===== src/rtl/shared_mem_bus_ctrl.sv =====
// rtl/shared_mem_bus_ctrl.sv - round-robin arbiter sharing one single-port memory between cores
module shared_mem_bus_ctrl #(
  parameter int NUM_CORES  = 4,
  parameter int ADDR_WIDTH = 32,
  parameter int DATA_WIDTH = 32,
  parameter int TIMEOUT    = 255
) (
  input  logic                            clk,
  input  logic                            reset,
  input  logic [NUM_CORES-1:0]            core_req,
  input  logic [NUM_CORES-1:0]            core_we,
  input  logic [NUM_CORES*ADDR_WIDTH-1:0] core_addr,
  input  logic [NUM_CORES*DATA_WIDTH-1:0] core_wdata,
  output logic [NUM_CORES-1:0]            core_ack,
  output logic                            core_err,
  output logic [DATA_WIDTH-1:0]           core_rdata,
  output logic [NUM_CORES-1:0]            core_grant,
  output logic                            mem_req,
  output logic                            mem_we,
  output logic [ADDR_WIDTH-1:0]           mem_addr,
  output logic [DATA_WIDTH-1:0]           mem_wdata,
  input  logic                            mem_ack,
  input  logic [DATA_WIDTH-1:0]           mem_rdata,
  output logic                            busy
);

  localparam int PTR_W = (NUM_CORES > 1) ? $clog2(NUM_CORES) : 1;
  // count only has to reach TIMEOUT-1
  localparam int CNT_W = (TIMEOUT > 1) ? $clog2(TIMEOUT) : 1;

  typedef enum logic [1:0] {
    IDLE  = 2'd0,
    ISSUE = 2'd1,
    RESP  = 2'd2
  } state_t;

  state_t                  state_q, state_d;
  logic [PTR_W-1:0]        prio_ptr_q, prio_ptr_d;
  logic [PTR_W-1:0]        grant_idx_q, grant_idx_d;
  logic [CNT_W-1:0]        count_q, count_d;

  logic [NUM_CORES-1:0]    core_ack_d;
  logic                    core_err_d;
  logic [DATA_WIDTH-1:0]   core_rdata_d;
  logic [NUM_CORES-1:0]    core_grant_d;
  logic                    mem_req_d;
  logic                    mem_we_d;
  logic [ADDR_WIDTH-1:0]   mem_addr_d;
  logic [DATA_WIDTH-1:0]   mem_wdata_d;
  logic                    busy_d;

  logic                    sel_found;
  logic [PTR_W-1:0]        sel_idx;

  // wrap an index back into the core range (handles non power-of-two counts)
  function automatic logic [PTR_W-1:0] wrap_idx(input int v);
    return PTR_W'(v % NUM_CORES);
  endfunction

  // round-robin pick: first requester at or after prio_ptr
  always_comb begin
    sel_found = 1'b0;
    sel_idx   = '0;
    for (int k = 0; k < NUM_CORES; k++) begin
      if (!sel_found && core_req[wrap_idx(int'(prio_ptr_q) + k)]) begin
        sel_found = 1'b1;
        sel_idx   = wrap_idx(int'(prio_ptr_q) + k);
      end
    end
  end

  // next-state and next registered-output computation
  always_comb begin
    state_d      = state_q;
    prio_ptr_d   = prio_ptr_q;
    grant_idx_d  = grant_idx_q;
    count_d      = count_q;
    core_ack_d   = '0;
    core_err_d   = 1'b0;
    core_rdata_d = '0;
    core_grant_d = core_grant;
    mem_req_d    = mem_req;
    mem_we_d     = mem_we;
    mem_addr_d   = mem_addr;
    mem_wdata_d  = mem_wdata;
    busy_d       = busy;

    case (state_q)
      IDLE: begin
        if (sel_found) begin
          state_d      = ISSUE;
          grant_idx_d  = sel_idx;
          core_grant_d = {{(NUM_CORES-1){1'b0}}, 1'b1} << sel_idx;
          count_d      = '0;
          mem_req_d    = 1'b1;
          mem_we_d     = core_we[sel_idx];
          mem_addr_d   = core_addr[sel_idx*ADDR_WIDTH +: ADDR_WIDTH];
          mem_wdata_d  = core_wdata[sel_idx*DATA_WIDTH +: DATA_WIDTH];
          busy_d       = 1'b1;
        end
      end

      ISSUE: begin
        // an ack on the final allowed cycle still counts as success
        if (mem_ack) begin
          state_d      = RESP;
          mem_req_d    = 1'b0;
          core_ack_d   = core_grant;
          core_err_d   = 1'b0;
          core_rdata_d = mem_we ? '0 : mem_rdata;
        end else if (count_q == CNT_W'(TIMEOUT - 1)) begin
          state_d      = RESP;
          mem_req_d    = 1'b0;
          core_ack_d   = core_grant;
          core_err_d   = 1'b1;
          core_rdata_d = '0;
        end else begin
          count_d = count_q + CNT_W'(1);
        end
      end

      RESP: begin
        state_d      = IDLE;
        prio_ptr_d   = wrap_idx(int'(grant_idx_q) + 1);
        core_grant_d = '0;
        count_d      = '0;
        busy_d       = 1'b0;
      end

      default: begin
        state_d      = IDLE;
        core_grant_d = '0;
        mem_req_d    = 1'b0;
        busy_d       = 1'b0;
      end
    endcase
  end

  // state and output registers; reset aborts any transaction in flight
  always_ff @(posedge clk or posedge reset) begin
    if (reset) begin
      state_q     <= IDLE;
      prio_ptr_q  <= '0;
      grant_idx_q <= '0;
      count_q     <= '0;
      core_ack    <= '0;
      core_err    <= 1'b0;
      core_rdata  <= '0;
      core_grant  <= '0;
      mem_req     <= 1'b0;
      mem_we      <= 1'b0;
      mem_addr    <= '0;
      mem_wdata   <= '0;
      busy        <= 1'b0;
    end else begin
      state_q     <= state_d;
      prio_ptr_q  <= prio_ptr_d;
      grant_idx_q <= grant_idx_d;
      count_q     <= count_d;
      core_ack    <= core_ack_d;
      core_err    <= core_err_d;
      core_rdata  <= core_rdata_d;
      core_grant  <= core_grant_d;
      mem_req     <= mem_req_d;
      mem_we      <= mem_we_d;
      mem_addr    <= mem_addr_d;
      mem_wdata   <= mem_wdata_d;
      busy        <= busy_d;
    end
  end

endmodule


===== config.mk =====
export PLATFORM = sky130hd
export DESIGN_NAME = shared_mem_bus_ctrl
export DESIGN_NICKNAME = d
export VERILOG_FILES = /design/src/rtl/shared_mem_bus_ctrl.sv
export SDC_FILE = /design/constraint.sdc
export NUM_CORES = 1
export LEC_CHECK = 0
export ABC_AREA = 1
export CAP_MARGIN = 20
export CORE_AREA = 2 2 158 160
export CTS_BUF_LIST = sky130_fd_sc_hd__clkbuf_16
export DETAILED_ROUTE_END_ITERATION = 10
export DIE_AREA = 0 0 160 162
export PLACE_DENSITY_LB_ADDON = 0.08
export SLEW_MARGIN = 20
export SYNTH_ARGS = -nofsm -noshare
export SYNTH_HDL_FRONTEND = slang
export SYNTH_SLANG_ARGS = --single-unit

===== constraint.sdc =====
create_clock -name clk -period 5.65 [get_ports clk]
set_clock_uncertainty 0.1 [all_clocks]
set_input_delay 1.13 -clock clk [delete_from_list [all_inputs] [get_ports clk]]
set_output_delay 1.13 -clock clk [all_outputs]
set_load 0.05 [all_outputs]

==> impl_results.md, run 1 <==
* Crit path top cell by count: nand2_1
* DR vias at 8,776
* WP depth at 15
* Worst-Margin Slew at 0.961 ns
* Static Leakage at 6.37 nW
* Placed inst area at 11,700 µm²
* Switch share at 55.9%
* Crit path DAT at 4.23 ns
* Core area at 24,100 µm²
* Die area at 25,900 µm²
* Hold Path Stages at 2
* Slew HR at 35.9%
* RePlAce Congestion at 0.860
* Syn-to-layout area delta at 63.0%
* First-pass GRT wire length at 48.7 mm
* Htree depth at 4
* DR vias/cell at 4.61
* Die W at 160 µm
* Share of post-route cells with drive strength above 1 at 3.61%
* GRT overflow at 0
* Hold Fails Final Rpt at 0
* CP max stage delay at 0.86 ns
* Peak supply drop at 0.412 mV
* Buf/Inv on CP at 3
* Max FO, Critical Path at 82
* Starting density of the core at 31.4%
* Power density over cell area at 661 nW/µm²
* Post-Syn Nets at 1,506
* Clock-pin slew on the worst setup and hold paths at 0.06 ns
* Cts bufs inserted at 17
* Max Cap Viol at 0
* Drt wl/cell at 16.2 µm
* #FFs+latches synth at 122
* Setup TNS at 0 ns
* Kind of critical path: input pin to register
* Req. time, crit path at 5.89 ns
* Outcome: finished, final reports clean
* Post-Synthesis Cells at 1,205
* Critical path's top delay family: simple AND/OR/NAND/NOR gates
* Global Route Usage Sum at 23.9%
* Final Critical Period at 3.99 ns
* Post-CTS sizing at 0
* Die Y at 162 µm
* Worst Hold Class: register to register
* Port Buffers at 406
* Netlist cell types at 27
* Max Transition Viols Final at 0
* Final setup viols at 0
* Post-layout net count at 1,868
* Largest net degree at the start of global routing at 89
* Post-Syn Area at 7560 µm²
* Fmax at 251 MHz
* Worst path slowest cell: nand2_4
* Element type at the critical path start: input pin
* # clock sinks at 122
* Fin Hold WS at 0.377 ns
* Combinational Power Share at 69.6%
* Fill cell count at 2,463
* Worst-Skew Late Latency at 0.41 ns
* Net Switching at 4.55 mW
* CTS Hold Bufs at 0
* Routed WL at 30.8 mm
* DR iter-0 viols at 617
* Setup crit end kind: register
* Internal power at 3.59 mW
* Post-layout instance area at 12,300 µm²
* Hpwl dp at 22.3 mm
* Reg power frac at 16.9%
* CTS tree: done
* Clk pwr share at 13.5%
* CTS root buffer: clkbuf_16
* Sequential area share after synthesis at 40.4%
* Placed cells at 1,872
* Drt first pass iters at 6
* Layout Cells excl Fill at 1,905
* Tcrit/Tclk final at 70.6%
* FF-to-FF path depth at 15
* Postcts setup bufs at 0
* Avg Inst Size Synth at 6.27 µm²
* Placement row count at 57
* Worst-path cell chain: clkdlybuf4s50_1 -> inv_1 -> nand2_1 -> nand3_1 -> nand2_1 -> a21oi_1 -> nand2_4 -> nand2_4 -> buf_12 -> nand2_1 -> nand2_1 -> nand2_1 -> nand2_1 -> nand2_1 -> nand2_1
* Unrepaired setup endpoints after global routing: no
* Initial antenna violation count at 2
* IO Count at 407
* CTS max path bufs at 2
* Post-route DRC at 0
* YS warnings at 0
* Antenna Nets Post-Route at 0
* Vias in the first global route at 8,760
sequential cells by signal, summed over array words and instances, names as in the netlist:
name	cells
busy	1
core_ack	4
core_err	1
core_grant	4
core_rdata	32
count_q	8
grant_idx_q	2
mem_addr	32
mem_req	1
mem_wdata	32
mem_we	1
prio_ptr_q	2
state_q	2
worst register-to-register path, stage by stage, from the launching register on:
cell,delay [ns]
dfrtp_1,0.63
inv_2,0.16
nand2_1,0.09
nand2_1,0.09
nand2_1,0.08
nand2_1,0.06
a21oi_1,0.21
nand2_4,0.38
nand2_4,0.94
buf_12,0.31
nand2_1,0.11
nand2_1,0.06
nand2_1,0.05
nand2_1,0.11
nand2_1,0.06
nand2_1,0.07
per-layer routing:
layer	GRT usage [%]	routed length [µm]	share of wire, %	vias up
met3	7.20	2640	8.6	41
met2	40.9	14800	48	356
met5	0	13	0.042	-
met4	8.39	855	2.8	2
li1	-	-	-	4420
met1	28.7	12500	41	3957
power by group through the flow:
stage	sequential (mW)	clock, mW	combinational, mW
floorplan	2.25	0	3.28
global placement	1.39	0	5.71
detailed placement	1.39	0	5.73
CTS	1.38	1.13	5.74
global route	1.41	1.17	6.36
finish	1.38	1.10	5.67
final timing paths:
| path | slack [ns] | to | from |
|---|---|---|---|
| max | 1.66 | mem_wdata[16]$_DFFE_PP0P_ | core_req[3] |
| min | 0.38 | mem_addr[1]$_DFFE_PP0P_ | mem_addr[1]$_DFFE_PP0P_ |
| max reg2reg | 2.08 | mem_wdata[16]$_DFFE_PP0P_ | prio_ptr_q[0]$_DFFE_PP0P_ |
| min reg2reg | 0.38 | mem_addr[1]$_DFFE_PP0P_ | mem_addr[1]$_DFFE_PP0P_ |
| max in group asynchronous | 3.26 | mem_addr[27]$_DFFE_PP0P_ | reset |
| min in group asynchronous | 1.14 | core_rdata[24]$_DFF_PP0_ | reset |
stage by stage:
stage               setup WS, ns  util, %  power [mW]
finish                      1.66     51.1        8.15
global route                1.31     51.1        8.94
CTS                         1.66     51.1        8.25
detailed placement          1.23     48.7        7.12
global placement            1.25     48.7        7.10
floorplan                   1.18        -        5.53
cell families after synthesis:
kind of cell	count (synthesis)	synth area share, %
and+or+nand+nor	921	48.6
buffers and inverters	136	8.85
DFF	122	40.4
AOI/OAI and AO/OA	21	1.52
xor gates and xnor gates	3	0.348
adders and majority gates	2	0.331
synthesized netlist by cell type:
| library cell | n | area share [%] |
|---|---|---|
| dfrtp_1 | 122 | 40 |
| buf_1 | 2 | 0.099 |
| buf_2 | 37 | 2.4 |
| nor2b_1 | 1 | 0.083 |
| nand3_1 | 142 | 9.4 |
| a21oi_1 | 3 | 0.20 |
| inv_1 | 57 | 2.8 |
| nand3b_1 | 1 | 0.099 |
| o22ai_1 | 1 | 0.083 |
| nand4_1 | 5 | 0.41 |
| o21ai_0 | 14 | 0.93 |
| o31ai_1 | 1 | 0.099 |
| clkbuf_1 | 12 | 0.60 |
| nand2_1 | 715 | 35 |
| nor3_1 | 2 | 0.13 |
| buf_6 | 6 | 0.89 |
| buf_4 | 18 | 1.8 |
| o21bai_2 | 1 | 0.15 |
| nor2_1 | 50 | 2.5 |
| xor2_1 | 1 | 0.12 |
| xnor2_1 | 2 | 0.23 |
| nand3_2 | 1 | 0.13 |
| inv_2 | 4 | 0.20 |
| ha_1 | 2 | 0.33 |
| o21ai_1 | 1 | 0.066 |
| nor2_2 | 2 | 0.17 |
| nand2_2 | 2 | 0.17 |
cells in the final DEF (no fill, tap or decap), types with 2 or more instances in the layout:
| cell type | instances |
|---|---|
| ha_1 | 2 |
| dfrtp_1 | 122 |
| bufinv_16 | 2 |
| nor3_1 | 2 |
| buf_4 | 11 |
| nand3_1 | 142 |
| nand2_1 | 712 |
| clkinv_2 | 2 |
| nand2_4 | 4 |
| o21ai_0 | 14 |
| xnor2_1 | 2 |
| inv_1 | 56 |
| clkinvlp_4 | 2 |
| nand4_1 | 5 |
| inv_2 | 4 |
| nor2_1 | 50 |
| inv_6 | 7 |
| a21oi_1 | 3 |
| clkdlybuf4s50_1 | 406 |
| clkbuf_16 | 17 |
area by class of cell:
type	count	area, µm²	area share, %
Tap cell	324	405	3.29
Multi-Input combinational cell	947	3880	31.5
Sequential cell	122	3050	24.8
Clock inverter	15	161	1.31
Timing Repair Buffer	418	4170	33.8
Antenna cell	1	2.50	0.0203
Inverter	61	234	1.90
Clock buffer	17	425	3.45
Power figures use the tool's default switching activity.
==> run 2, diff against run 1 <==
Settings changed: CORE_AREA 2 2 158 160 to 2 2 157 159, DIE_AREA 0 0 160 162 to 0 0 159 161.
Clock period 5.65 ns to 3.3 ns, I/O delays scaled along.
==> run 2 against run 1 <==
Cell count increased by 0.26%; largest cell class unchanged; setup slack got worse by 1.0 ns; first-iteration DRC count is 2.3% higher; worst hold slack worse by 0.0018 ns; clock power grew 75%; register-to-register slack got worse by 1.4 ns; non-clock buffer count up 6; critical endpoint is now mem_wdata[9]$_DFFE_PP0P_.
==> impl_results.md, run 2 (synthesized netlist as in run 1, its figures left out) <==
* Placement row count at 57 (unchanged)
* Worst Hold Class: register to register
* Unrepaired setup endpoints after global routing: no
* DR vias/cell at 4.54 (-1.5%)
* CTS Hold Bufs at 0 (unchanged)
* Core area at 24,000 µm² (-0.59%)
* Req. time, crit path at 3.54 ns (-2.35 ns)
* Final worst slack at 0.644 ns (-1.02 ns)
* Post-route DRC at 0 (unchanged)
* Place WS at 0.285 ns (-0.943 ns)
* Share of post-route cells with drive strength above 1 at 3.85% (+0.24 points)
* Commonest non-fill, non-tap cells in the layout: nand2_1 (712), clkdlybuf4s50_1 (406), nand3_1 (142), dfrtp_1 (122), inv_1 (58)
* Worst-Skew Late Latency at 0.41 ns (about the same)
* Grt met2 use at 39.2% (-1.8 points)
* Antenna Nets Post-Route at 0 (unchanged)
* Buf/Inv on CP at 2 (-1)
* GR Layer Usage met1 at 29.0% (+0.35 points)
* Post-layout net count at 1,874 (+0.32%)
* Crit path top cell by count: nand2_1
* Power density over cell area at 1150 nW/µm² (+73%)
* Worst-path cell chain: inv_2 -> nand2_1 -> nand2_1 -> nand2_1 -> nand2_1 -> a21oi_1 -> nand2_4 -> nand2_4 -> buf_4 -> nand2_1 -> nand2_1 -> nand2_1 -> nand2_1 -> nand2_1 -> nand2_1
* Global Route Usage Sum at 23.4% (-0.52 points)
* GRT overflow at 0 (unchanged)
* CTS root buffer: clkbuf_16
* Htree depth at 4 (unchanged)
* Starting density of the core at 31.6% (+0.19 points)
* Drt wl/cell at 15.7 µm (-2.7%)
* Port Buffers at 406 (unchanged)
* Hpwl dp at 22.0 mm (-1.4%)
* Worst-Margin Slew at 0.640 ns (-0.321 ns)
* Ant. Diodes at 0 (-1)
* Setup crit end kind: register
* First-pass GRT wire length at 47.1 mm (-3.2%)
* Setup TNS at 0 ns (unchanged)
* Slew HR at 57.2% (+21 points)
* Max FO, Critical Path at 35 (-57%)
* Fmax at 377 MHz
* Vias in the first global route at 8,365 (-4.5%)
* M3 GR Usage at 7.96% (+0.76 points)
* Busiest grt layer: met2
* Critical path's top delay family: simple AND/OR/NAND/NOR gates
* Routed WL at 30.0 mm (-2.4%)
* # clock sinks at 122 (unchanged)
* Outcome: finished, final reports clean
* Post-CTS sizing at 0 (unchanged)
* RePlAce Congestion at 0.832 (-3.3%)
* Max Transition Viols Final at 0 (unchanged)
* Initial antenna violation count at 0 (-2)
* Kind of critical path: register to register
* Top Registers: core_rdata: 32 flops, mem_addr: 32 flops, mem_wdata: 32 flops
* Final Critical Period at 2.66 ns
* Worst path slowest cell: dfrtp_1
* DR iter-0 viols at 631 (+2.3%)
* Die Y at 161 µm (-0.62%)
* Hold Fails Final Rpt at 0 (unchanged)
* CP max stage delay at 0.62 ns (-0.24 ns)
* Syn-to-layout area delta at 65.7%
* Max Cap Viol at 0 (unchanged)
* CTS max path bufs at 2 (unchanged)
* Postcts setup bufs at 0 (unchanged)
* Most common cell after layout, fill and taps aside: nand2_1
* Drt first pass iters at 5 (-1)
* Cts bufs inserted at 17 (unchanged)
* Largest net degree at the start of global routing at 84 (-5.6%)
* Tcrit/Tclk final at 80.5%
* Die W at 159 µm (-0.63%)
* Die area at 25,600 µm² (-1.2%)
* Crit path DAT at 2.89 ns (-1.34 ns)
* Final setup viols at 0 (unchanged)
* Peak supply drop at 0.890 mV (+120%)
* DR vias at 8,668 (-1.2%)
* Clock-pin slew on the worst setup and hold paths at 0.06 ns (about the same)
* IO Count at 407 (unchanged)
* Static Leakage at 6.46 nW (+1.5%)
* CTS tree: done
* Element type at the critical path start: register
-- run 2: cell types whose count changed in the layout (fill, tap and decap cells not counted), sizes merged --
cell	delta
bufinv	+1
diode	-1
clkinv	+2
inv	-3
buf	+6
-- run 2: final timing paths --
kind | endpoint | startpoint | slack [ns] | depth (start not counted)
worst max-delay path | mem_wdata[9]$_DFFE_PP0P_ | prio_ptr_q[0]$_DFFE_PP0P_ | 0.64 | 15
worst min-delay path | mem_req$_DFFE_PP0P_ | mem_req$_DFFE_PP0P_ | 0.38 | 2
worst max register to register | mem_wdata[9]$_DFFE_PP0P_ | prio_ptr_q[0]$_DFFE_PP0P_ | 0.64 | 15
worst min register to register | mem_req$_DFFE_PP0P_ | mem_req$_DFFE_PP0P_ | 0.38 | 2
max in group asynchronous | mem_wdata[9]$_DFFE_PP0P_ | reset | 1.90 | 3
min in group asynchronous | core_rdata[25]$_DFF_PP0_ | reset | 0.53 | 2
-- run 2: area by class of cell --
type	count	area, µm²
clock inverters	15	175
repair buffers	424	4360
fillers	2406	11400
well taps	324	405
inverters	61	233
clock buffers	17	425
multi-input cells	947	3880
flip-flops and latches	122	3050
-- run 2: worst min-delay path, delay by kind of cell (launching register included) --
family           cells  cell delay (ns)
DFF                  1             0.34
and+or+nand+nor      2             0.10
-- run 2: metrics by stage --
step	instance area, µm²	util [%]	std cells	power (mW)	hold WS (ns)
after global placement	11900	49.8	1878	12.6	0.356
after floorplan	7560	-	1205	9.46	0.373
after CTS	12500	52.3	1910	14.6	0.379
after detailed placement	11900	49.8	1878	12.6	0.364
after global routing	12500	52.3	1910	15.6	0.400
final	12500	52.3	1910	14.4	0.375
-- run 2: power breakdown --
group | total [mW] | internal [mW] | switching (mW) | leakage (nW)
registers | 2.36 | 2.04 | 0.327 | 1.59
logic | 10.1 | 3.32 | 6.77 | 4.58
clock network | 1.92 | 1.19 | 0.727 | 0.298
total | 14.4 | 6.55 | 7.83 | 6.46
-- run 2: routing by layer --
layer	vias up	share of wire (%)
li1	4418	-
met1	3912	42
met2	312	48
met3	26	8.0
met4	0	1.8
met5	-	0
